`src/rtl/tournament_pkg.sv`:
```
// Shared widths, queue entry layout and flush FSM states
// for the tournament predictor resolution path.
package tournament_pkg;
   localparam int DEF_DEPTH = 8;
   localparam int DEF_PC_W  = 32;
   localparam int DEF_GHR_W = 12;
   localparam int DEF_LHT_W = 10;

   typedef struct packed {
      logic [DEF_PC_W-1:0]  pc;
      logic                 global_pred;
      logic                 local_pred;
      logic                 taken;
      logic [DEF_GHR_W-1:0] ghr;
      logic [DEF_LHT_W-1:0] lht;
   } pred_entry_t;

   typedef enum logic {RUN, FLUSH} upd_state_t;
endpackage

```
`src/rtl/tournament_fifo.sv`:
```
// In-order queue of issued predictions; clear wins over push/pop.
module tournament_fifo
   import tournament_pkg::*;
#(
   parameter int DEPTH = DEF_DEPTH,
   localparam int AW = $clog2(DEPTH)
) (
   input  logic        clock,
   input  logic        reset,
   input  logic        clear,
   input  logic        push,
   input  logic        pop,
   input  pred_entry_t din,
   output pred_entry_t dout,
   output logic        full,
   output logic        empty,
   output logic [AW:0] count
);
   logic [AW-1:0] head;
   logic [AW-1:0] tail;
   pred_entry_t   mem [DEPTH];
   logic          wr;
   logic          rd;

   assign full  = (count == (AW+1)'(DEPTH));
   assign empty = (count == '0);
   assign wr    = push && !full;
   assign rd    = pop && !empty;
   assign dout  = mem[head];

   always_ff @(posedge clock or negedge reset) begin
      if (!reset) begin
         head  <= '0;
         tail  <= '0;
         count <= '0;
      end else if (clear) begin
         head  <= '0;
         tail  <= '0;
         count <= '0;
      end else begin
         if (wr) tail <= tail + 1'b1;
         if (rd) head <= head + 1'b1;
         unique case ({wr, rd})
            2'b10:   count <= count + 1'b1;
            2'b01:   count <= count - 1'b1;
            default: count <= count;
         endcase
      end
   end

   // storage needs no reset: count gates every read
   always_ff @(posedge clock) begin
      if (wr && !clear) mem[tail] <= din;
   end
endmodule

```
`src/rtl/tournament_update.sv`:
```
// Retires resolved predictions and emits predictor training updates.
// Optional TOURNAMENT_STATS_EN adds saturating branch/mispredict counters.
module tournament_update
   import tournament_pkg::*;
#(
   parameter int DEPTH = DEF_DEPTH,
   parameter int PC_W  = DEF_PC_W,
   parameter int GHR_W = DEF_GHR_W,
   parameter int LHT_W = DEF_LHT_W
) (
   input  logic             clock,
   input  logic             reset,
   input  logic             pred_valid,
   output logic             pred_ready,
   input  logic [PC_W-1:0]  pred_pc,
   input  logic             pred_global,
   input  logic             pred_local,
   input  logic             pred_taken,
   input  logic [GHR_W-1:0] pred_ghr,
   input  logic [LHT_W-1:0] pred_lht,
   input  logic             res_valid,
   output logic             res_ready,
   input  logic             res_taken,
   output logic             upd_valid,
   output logic [PC_W-1:0]  upd_pc,
   output logic             upd_taken,
   output logic [GHR_W-1:0] upd_ghr,
   output logic [LHT_W-1:0] upd_lht,
   output logic             choice_upd_en,
   output logic             choice_to_global,
   output logic             mispredict,
   output logic [GHR_W-1:0] restore_ghr
`ifdef TOURNAMENT_STATS_EN
   ,
   output logic [31:0]      stat_branches,
   output logic [31:0]      stat_mispredicts
`endif
);
   localparam int AW = $clog2(DEPTH);

   upd_state_t  state;
   upd_state_t  state_nx;
   pred_entry_t wr_e;
   pred_entry_t hd;
   logic        full;
   logic        empty;
   logic [AW:0] unused_count;
   logic        run;
   logic        push_ok;
   logic        pop_ok;
   logic        miss;

   assign run        = (state == RUN);
   assign pred_ready = run && !full;
   assign res_ready  = run && !empty;
   assign push_ok    = pred_valid && pred_ready;
   assign pop_ok     = res_valid && res_ready;
   assign miss       = pop_ok && (hd.taken != res_taken);

   assign wr_e = '{pc: pred_pc, global_pred: pred_global,
                   local_pred: pred_local, taken: pred_taken,
                   ghr: pred_ghr, lht: pred_lht};

   // a mispredict clears the queue, dropping any same-cycle push
   tournament_fifo #(.DEPTH(DEPTH)) u_fifo (
      .clock (clock),
      .reset (reset),
      .clear (miss),
      .push  (push_ok),
      .pop   (pop_ok),
      .din   (wr_e),
      .dout  (hd),
      .full  (full),
      .empty (empty),
      .count (unused_count)
   );

   always_ff @(posedge clock or negedge reset) begin
      if (!reset) state <= RUN;
      else        state <= state_nx;
   end

   always_comb begin
      state_nx = state;
      unique case (state)
         RUN:     if (miss) state_nx = FLUSH;
         FLUSH:   state_nx = RUN;
         default: state_nx = RUN;
      endcase
   end

   always_ff @(posedge clock or negedge reset) begin
      if (!reset) begin
         upd_valid        <= 1'b0;
         upd_pc           <= '0;
         upd_taken        <= 1'b0;
         upd_ghr          <= '0;
         upd_lht          <= '0;
         choice_upd_en    <= 1'b0;
         choice_to_global <= 1'b0;
         mispredict       <= 1'b0;
         restore_ghr      <= '0;
      end else begin
         upd_valid     <= pop_ok;
         mispredict    <= miss;
         choice_upd_en <= pop_ok && (hd.global_pred != hd.local_pred);
         if (pop_ok) begin
            upd_pc           <= hd.pc;
            upd_taken        <= res_taken;
            upd_ghr          <= hd.ghr;
            upd_lht          <= hd.lht;
            choice_to_global <= (hd.global_pred == res_taken);
            restore_ghr      <= {hd.ghr[GHR_W-2:0], res_taken};
         end
      end
   end

`ifdef TOURNAMENT_STATS_EN
   always_ff @(posedge clock or negedge reset) begin
      if (!reset) begin
         stat_branches    <= '0;
         stat_mispredicts <= '0;
      end else begin
         if (upd_valid && stat_branches != '1)
            stat_branches <= stat_branches + 1'b1;
         if (mispredict && stat_mispredicts != '1)
            stat_mispredicts <= stat_mispredicts + 1'b1;
      end
   end
`endif
endmodule

```
`config.mk`:
```
export PLATFORM = sky130hd
export DESIGN_NAME = tournament_update
export DESIGN_NICKNAME = d
export VERILOG_FILES = /design/src/rtl/tournament_pkg.sv /design/src/rtl/tournament_fifo.sv /design/src/rtl/tournament_update.sv
export SDC_FILE = /design/constraint.sdc
export NUM_CORES = 1
export LEC_CHECK = 0
export ABC_AREA = 1
export CORE_UTILIZATION = 35
export DETAILED_ROUTE_END_ITERATION = 10
export HOLD_SLACK_MARGIN = 0.05
export SETUP_SLACK_MARGIN = 0.1
export SLEW_MARGIN = 20
export SYNTH_ARGS = -nofsm -noshare
export SYNTH_HDL_FRONTEND = slang
export SYNTH_HIERARCHICAL = 1
export SYNTH_SLANG_ARGS = --single-unit
```
`constraint.sdc`:
```
create_clock -name clock -period 5.5 [get_ports clock]
set_input_delay 1.1 -clock clock [delete_from_list [all_inputs] [get_ports clock]]
set_output_delay 1.1 -clock clock [all_outputs]
set_load 0.02 [all_outputs]
```
# == After elaboration in Yosys (flattened, before gate mapping) ==
# Memory sizes are Yosys's and may differ from the RTL's.
# Cells that the tools add are included.
# word_totals
inputBits,62
wordCells,51
out_inout_bits,73
reg_bits,82
ram_bits,456
n_memories,1
# memory_table
name,depth,width,rd,rd_clocked_by_memory_dff,write_ports,line_no,text
u_fifo.mem,8,57,1,0,1,tournament_fifo.sv:21,pred_entry_t mem [DEPTH];
# op_classes
n_reduce_logical,16
bitwise,1
n_eq_ne,6
muxes,10
n_addsub,4
# op_table
operator,count
two-way mux 3 bit,4
logical AND 1 bit,9
case mux 4 bit (2 select lines),1
"adder 3 x 1 -> 3 bit, second input constant",2
"adder 4 x 1 -> 4 bit, second input constant",1
"equality test 4 bit, second input constant",1
logical NOT 4 bit,1
two-way mux 4 bit,1
nonzero test 2 bit,2
"subtractor 4 x 1 -> 4 bit, second input constant",1
logical NOT 1 bit,3
two-way mux 1 bit,3
nonzero test 3 bit,1
"equality test 2 x 1 -> 1 bit, second input constant",1
"equality test 2 bit, second input constant",1
!= test 1 bit,2
case mux 1 bit (2 select lines),1
equality test 1 bit,1
NOT 1 bit,1

# == Depth between registers and ports, before layout ==
# Gate-level depths: netlist of run 1.
# depth
depth_word,9
mapped_depth,18
mapped_depth_nobuf,18

# == Hierarchy ==
# The synthesis of run 1 kept the hierarchy.
# by_module_without_submodules
module,area_each_um2,n_inst,seq_area_each_um2,cells_per_inst
tournament_fifo,18257.5,1,13943.4,1377
tournament_update,2487.4,1,1501.4,277

# == Worst setup path after synthesis of run 1 ==
# OpenSTA, ideal clock, no wires.
# synth_path
kind,register to register
start,register u_fifo.head[0]
end,"memory u_fifo/mem[0][0] (netlist bit), enable pin"
synth_period_minus_slack_ns,4.707
path_buffers,3
setup_slack_ns,0.793
t_required_ns,5.028
setup_time_ns,0.472
stages_incl_launch_ff,14
t_arrival_ns,4.235
path_cell_list,dfrtp_1 > inv_2 > buf_6 > buf_12 > buf_6 > nor2_1 > o22ai_1 > nor2_1 > a31oi_1 > xnor2_1 > nor2_1 > nor2_1 > nand2_1 > nor2_1
# synth_rtl
item,line_no,text
"start, declared",tournament_fifo.sv:19,logic [AW-1:0] head;
"start signal, assigned",tournament_fifo.sv:42,if (rd) head <= head + 1'b1;
"end, declared",tournament_fifo.sv:21,

==> results.py, run 1 <==
metrics = {
    "clock_tree": {
        "cts_tree": "built",
        "cts_hold_buffers": 0,
        "cts_resized": 0,
        "cts_sinks": 526,
        "clk_path_buf_depth": 3,
        "postCtsSetupRepairBufs": 0,
        "htreeDepth": 2,
        "cts-root-buf": "clkbuf_16",
        "numCtsBuffers": 52,
        "clk_pin_slew_ns": 0.07,
        "clock_latency_ns": 0.62,
    },
    "sta": {
        "rsz0062_at_grt": "false",
        "finalHoldViolCount": 0,
        "finClkSkew_ns": 0.03465,
        "setup_tns_ns": 0,
        "fmax_mhz": 235.2,
        "slew_headroom": 0.3550,
        "period_minus_slack_ns": 4.252,
        "setup_violations": 0,
        "slew_violations": 0,
        "finalCritPeriodShare": 0.7730,
        "worst_pin_slew_ns": 0.9675,
        "fin_hold_ws_ns": 0.4716,
    },
    "routing": {
        "ant_nets": 0,
        "vias": 12830,
        "wl_per_cell_um": 19.30,
        "finalWirelength_um": 49320,
        "dr.pass1.iters": 7,
        "drt_iter0_drc": 1059,
        "drc": 0,
        "post_drt_via_cell_ratio": 5.021,
    },
    "final_layout": {
        "utilization": 0.4177,
        "fin_nets": 1813,
        "layout-drive-gt1-share": 0.06596,
        "fin_cells": 2555,
        "layout_common_cells": "456 x edfxtp_1, 408 x nor2_1, 185 x o21ai_0, 143 x nand2_1, 132 x clkdlybuf4s50_1",
        "final_cell_area_um2": 24280,
        "area_delta_synth_final_pct": 17.05,
        "mostFrequentLayoutCell": "edfxtp_1",
    },
    "floorplan": {
        "die_w_um": 245.5,
        "die_h_um": 245.5,
        "dieArea_um2": 60250,
        "core_area_um2": 58140,
        "num_rows": 88,
        "start_util": 0.3568,
        "ioPinCount": 135,
    },
    "logic_synthesis": {
        "synth.ff_latch_count": 526,
        "syn_area_per_cell_um2": 12.54,
        "synth_cell_type_count": 30,
        "synth-edff-count": 456,
        "syn_area_um2": 20740,
        "yosys-top-cells-area": "edfxtp_1 66%, dfrtp_1 8.4%, nor2_1 7.5%",
        "yosys_warnings": 6,
        "syn_inst": 1654,
        "yosys.area.top_type": "edfxtp_1",
        "syn_nets": 1721,
        "yosys.area.top_type_share": 0.6601,
        "ys_dominant_reg_cell": "edfxtp_1",
        "ys_seq_area_frac": 0.7445,
        "postSynth.asyncResetShare": 0.1331,
    },
    "placement": {
        "dp_hpwl_um": 27850,
        "dpl-instance-area_um2": 22610,
        "port_buffers": 134,
        "gp_congestion": 0.7808,
        "placed_cells": 2456,
    },
    "setup_path": {
        "cp_common_cell": "nor2_1",
        "crit_path_end_kind": "register",
        "arrival_ns": 4.53,
        "path_class": "register to register",
        "crit_start": "u_fifo/head[0]$_DFFE_PN0P_",
        "slowest_delay_ns": 0.85,
        "crit_chain": "buf_4, nor2_1, nor2_1, o21ai_0, a31oi_1, xnor2_1, nor2_1, nor2_1, nand2_1, nor2_4, buf_12",
        "crit_buf_inv": 2,
        "slowest_stage": "dfrtp_4",
        "cp_max_fo": 58,
        "cp_top_family": "simple AND/OR/NAND/NOR gates",
        "cp.required_ns": 5.78,
        "r2r-start": "u_fifo/head[0]$_DFFE_PN0P_",
        "start_kind": "register",
    },
    "power": {
        "p_leak_nw": 8.389,
        "powerDensity_nw_per_um2": 529.0,
        "irDropWorstVdd_mv": 0.2930,
    },
    "global_routing": {
        "overflow": 0,
        "antenna_found_initial": 3,
        "grt_pass1_wl_um": 75900,
        "grt_max_degree": 110,
        "grt_pass1_vias": 12820,
        "track_usage": 0.1641,
    },
    "status": {
        "status": "completed",
    },
    "worst_hold_path": {
        "hold_class": "register to register",
        "worstHoldStart": "upd_lht[4]$_DFFE_PN0P_",
    },
    "job": {
        "cap_violations": 0,
    },
}
## worst register-to-register path, cell delays in order, from the launching register on
cell and delay (ns):
dfrtp_4 0.85, buf_4 0.56, nor2_1 0.12, nor2_1 0.11, o21ai_0 0.10, a31oi_1 0.25
xnor2_1 0.18, nor2_1 0.14, nor2_1 0.20, nand2_1 0.27, nor2_4 0.75, buf_12 0.34
## report_power, final
part	switching, mW	leakage (nW)	internal, mW
Clock	1.50	0.783	1.90
Combinational	2.67	2.62	1.40
Sequential	0.353	4.99	5.03
Total	4.52	8.39	8.33
## routing by layer
layer | global-route usage | up-vias | part of all wire | routed length, um
li1 | - | 6092 | - | -
met1 | 0.2210 | 6339 | 0.45 | 21990
met2 | 0.2661 | 318 | 0.48 | 23500
met3 | 0.02783 | 76 | 0.049 | 2395
met4 | 0.06028 | 4 | 0.029 | 1411
met5 | 0 | - | 0.00047 | 23
## area by class of cell
class | count | area, um^2
flip-flops and latches | 526 | 15450
clock inverters | 34 | 284.0
fillers | 5372 | 33850
multi-input cells | 991 | 4549
inverters | 21 | 88.84
clock buffers | 63 | 1353
well taps | 765 | 957.2
repair buffers | 154 | 1595
diodes | 1 | 2.502
## final timing paths
path | end | slack [ns] | depth (start not counted)
max | u_fifo/mem[3][35]$_DFFE_PP_ | 1.25 | 11
min | upd_lht[4]$_DFFE_PN0P_ | 0.47 | 2
max reg2reg | u_fifo/mem[3][35]$_DFFE_PP_ | 1.25 | 11
min reg2reg | upd_lht[4]$_DFFE_PN0P_ | 0.47 | 2
max in group asynchronous | u_fifo/head[1]$_DFFE_PN0P_ | 4.38 | 1
min in group asynchronous | upd_ghr[4]$_DFFE_PN0P_ | 0.52 | 1
## registers in the layout (all words and copies together), names as in the netlist
name and count:
state 1, upd_pc 32, choice_to_global 1, mispredict 1, choice_upd_en 1, restore_ghr 1, upd_ghr 12, u_fifo/head 3
u_fifo/tail 3, upd_valid 1, u_fifo/mem 456, u_fifo/count 4, upd_lht 10
## cells in the mapped netlist, types with 2 or more instances
cell type	n
a21oi_2	2
nor2_1	416
inv_2	3
dfrtp_1	70
o21ai_1	49
buf_6	19
nand3_1	65
nand2_2	3
ha_1	4
a21oi_1	2
a31oi_1	57
nand2_1	143
edfxtp_1	456
buf_4	27
buf_1	4
clkbuf_2	2
xnor2_1	2
clkbuf_1	36
o22ai_1	57
inv_1	18
o21ai_0	185
buf_2	26
## cell families (layout without fill, tap and decap cells)
family                   count (synthesis)  count (layout)  synth area share
AO/OA/AOI/OAI                          354             354           0.09288
XOR/XNOR                                 3               3          0.001267
adder cells (fa/ha/maj)                  5               5          0.003378
buffers and inverters                  137             272           0.03956
flip-flops                             526             526            0.7445
other                                    0               1                 0
AND/OR/NAND/NOR                        629             629            0.1184
## metrics by stage
stage,power (mW),setup slack [ns]
finish,12.85,1.248
global route,13.59,0.9550
CTS,12.98,1.193
detailed placement,9.557,1.225
global placement,9.477,1.317
floorplan,8.183,0.7928
(Power assumes the default switching activity.)
==> run 2, diff against run 1 <==
==> constraint.sdc (replaced) <==
create_clock -name clock -period 3.8 [get_ports clock]
set_input_delay 0.76 -clock clock [delete_from_list [all_inputs] [get_ports clock]]
set_output_delay 0.76 -clock clock [all_outputs]
set_load 0.02 [all_outputs]
==> run 2 against run 1 <==
Against the previous run: first-iteration DRC count up 7.4%; final cell count rose by 0.70%; flip-flop and latch count is the same; highest routed layer is now met4; routed wire length is 1.7% higher; worst hold slack worse by 0.19 ns; largest power group unchanged; critical path depth grew 1; non-clock buffer count is 12 higher; die area did not move; clock power up 64%; clock skew is 0.013 ns lower; final area rose by 1.4%; worst setup slack got worse by 0.73 ns.
==> results.py, run 2 (synthesized netlist as in run 1, its figures left out) <==
metrics = {
    "status": {
        "status": "completed",
    },
    "sta": {
        "slew_violations": 0,
        "slew_headroom": 0.3458,
        "setup_ws_ns": 0.5196,
        "setup_violations": 0,
        "finalCritPeriodShare": 0.8633,
        "fmax_mhz": 304.8,
        "finClkSkew_ns": 0.02171,
        "worst_pin_slew_ns": 0.9813,
        "fin_hold_ws_ns": 0.2836,
        "finalHoldViolCount": 0,
        "rsz0062_at_grt": "false",
        "period_minus_slack_ns": 3.280,
    },
    "setup_path": {
        "path_class": "register to register",
        "start_kind": "register",
        "cp_top_family": "buffers and inverters",
        "crit_buf_inv": 3,
        "cp_max_fo": 48,
        "crit_chain": "inv_6, o21ai_0, o22ai_1, nor2_1, a31oi_1, xnor2_1, nor2_1, buf_4, nor2_1, nand2_1, nor2_4, buf_4",
        "slowest_stage": "dfrtp_4",
        "crit_path_end_kind": "register",
        "rrSetupSlack_ns": 0.52,
        "arrival_ns": 3.54,
        "slowest_delay_ns": 0.64,
        "cp.required_ns": 4.06,
        "cp_common_cell": "nor2_1",
    },
    "placement": {
        "dp_hpwl_um": 28300,
        "gp_congestion": 0.7868,
        "port_buffers": 134,
        "dpl-instance-area_um2": 22740,
        "placed_cells": 2469,
        "place_ws_ns": 0.4901,
    },
    "power": {
        "powerDensity_nw_per_um2": 784.3,
        "power_mw": 19.31,
        "p_leak_nw": 8.575,
        "irDropWorstVdd_mv": 0.5378,
    },
    "final_layout": {
        "largest_reg_flops": 456,
        "top_register": "u_fifo/mem",
        "layout_common_cells": "456 x edfxtp_1, 408 x nor2_1, 185 x o21ai_0, 143 x nand2_1, 132 x clkdlybuf4s50_1",
        "fillers": 5361,
        "diodes": 0,
        "fin_nets": 1828,
        "final_cell_area_um2": 24620,
        "fin_cells": 2573,
        "top_regs": "u_fifo/mem x456, upd_pc x32, upd_ghr x12",
        "area_delta_synth_final_pct": 18.67,
        "layout-drive-gt1-share": 0.07412,
        "mostFrequentLayoutCell": "edfxtp_1",
    },
    "routing": {
        "dr.pass1.iters": 5,
        "vias": 12990,
        "finalWirelength_um": 50170,
        "wl_per_cell_um": 19.50,
        "drt_iter0_drc": 1137,
        "drc": 0,
        "post_drt_via_cell_ratio": 5.048,
        "ant_nets": 0,
    },
    "global_routing": {
        "grt_pass1_wl_um": 77260,
        "overflow": 0,
        "track_usage": 0.1675,
        "grt_max_degree": 202,
        "grt_pass1_vias": 12940,
        "antenna_found_initial": 0,
    },
    "floorplan": {
        "die_w_um": 245.5,
        "core_area_um2": 58140,
        "die_h_um": 245.5,
        "dieArea_um2": 60250,
        "num_rows": 88,
        "ioPinCount": 135,
        "start_util": 0.3568,
    },
    "clock_tree": {
        "htreeDepth": 2,
        "cts_sinks": 526,
        "postCtsSetupRepairBufs": 0,
        "cts_resized": 0,
        "numCtsBuffers": 55,
        "clk_pin_slew_ns": 0.06,
        "cts_hold_buffers": 0,
        "clk_path_buf_depth": 3,
        "cts-root-buf": "clkbuf_16",
        "clock_latency_ns": 0.60,
        "cts_tree": "built",
    },
    "job": {
        "cap_violations": 0,
    },
    "worst_hold_path": {
        "hold_class": "input port to async pin",
    },
}
-- run 2: layout make-up --
class	count	area, um^2	share of cell area
well taps	765	957.2	0.03888
inverters	21	88.84	0.003608
clock inverters	30	392.9	0.01596
flip-flops and latches	526	15450	0.6277
repair buffers	166	1689	0.06861
multi-input cells	991	4549	0.1848
clock buffers	74	1489	0.06048
-- run 2: per-layer routing --
layer  GRT usage  wire (um)  up-vias  part of all wire
met5           0          0        -                 0
met4     0.04147        897        0             0.018
met3     0.03056       2872       64             0.057
met2      0.2743      24080      352              0.48
met1      0.2296      22330     6436              0.44
li1            -          -     6136                 -
-- run 2: worst register-to-register path: stages, from the launching register on --
cell and delay (ns):
dfrtp_4 0.64, inv_6 0.33, o21ai_0 0.13, o22ai_1 0.12
nor2_1 0.06, a31oi_1 0.20, xnor2_1 0.18, nor2_1 0.07
buf_4 0.16, nor2_1 0.19, nand2_1 0.27, nor2_4 0.20
buf_4 0.38
-- run 2: path summary, 6_finish.rpt --
check                                                 from                          to  cells past startpoint
worst max-delay path            u_fifo/head[0]$_DFFE_PN0P_  u_fifo/mem[5][2]$_DFFE_PP_                     12
worst min-delay path                                 reset      upd_ghr[4]$_DFFE_PN0P_                      1
worst max register to register  u_fifo/head[0]$_DFFE_PN0P_  u_fifo/mem[5][2]$_DFFE_PP_                     12
worst min register to register      upd_lht[7]$_DFFE_PN0P_      upd_lht[7]$_DFFE_PN0P_                      2
max in group asynchronous                            reset  u_fifo/head[0]$_DFFE_PN0P_                      1
min in group clock                  upd_lht[7]$_DFFE_PN0P_      upd_lht[7]$_DFFE_PN0P_                      2
-- run 2: power by group --
group          leakage [nW]  switching (mW)  internal, mW
sequential             4.99           0.418          7.28
clock                 0.909            2.20          3.36
combinational          2.68            4.01          2.04
-- run 2: per-stage QoR --
| stage | utilization | setup TNS [ns] |
|---|---|---|
| 5_1_grt | 0.4235 | 0 |
| 3_3_place_gp | 0.3911 | 0 |
| 6_report | 0.4235 | 0 |
| 4_1_cts | 0.4235 | 0 |
| 2_1_floorplan | - | -0.08505 |
| 3_5_place_dp | 0.3911 | 0 |
==> run 3, diff against run 2 <==
--- a/config.mk
+++ b/config.mk
@@ -6,6 +6,7 @@
 export NUM_CORES = 1
 export LEC_CHECK = 0
 export ABC_AREA = 1
+export CAP_MARGIN = 20
 export CORE_UTILIZATION = 35
 export DETAILED_ROUTE_END_ITERATION = 10
 export HOLD_SLACK_MARGIN = 0.05
==> results of run 3 <==
Same layout as run 2: the final DEF is identical, and so are final timing and power.
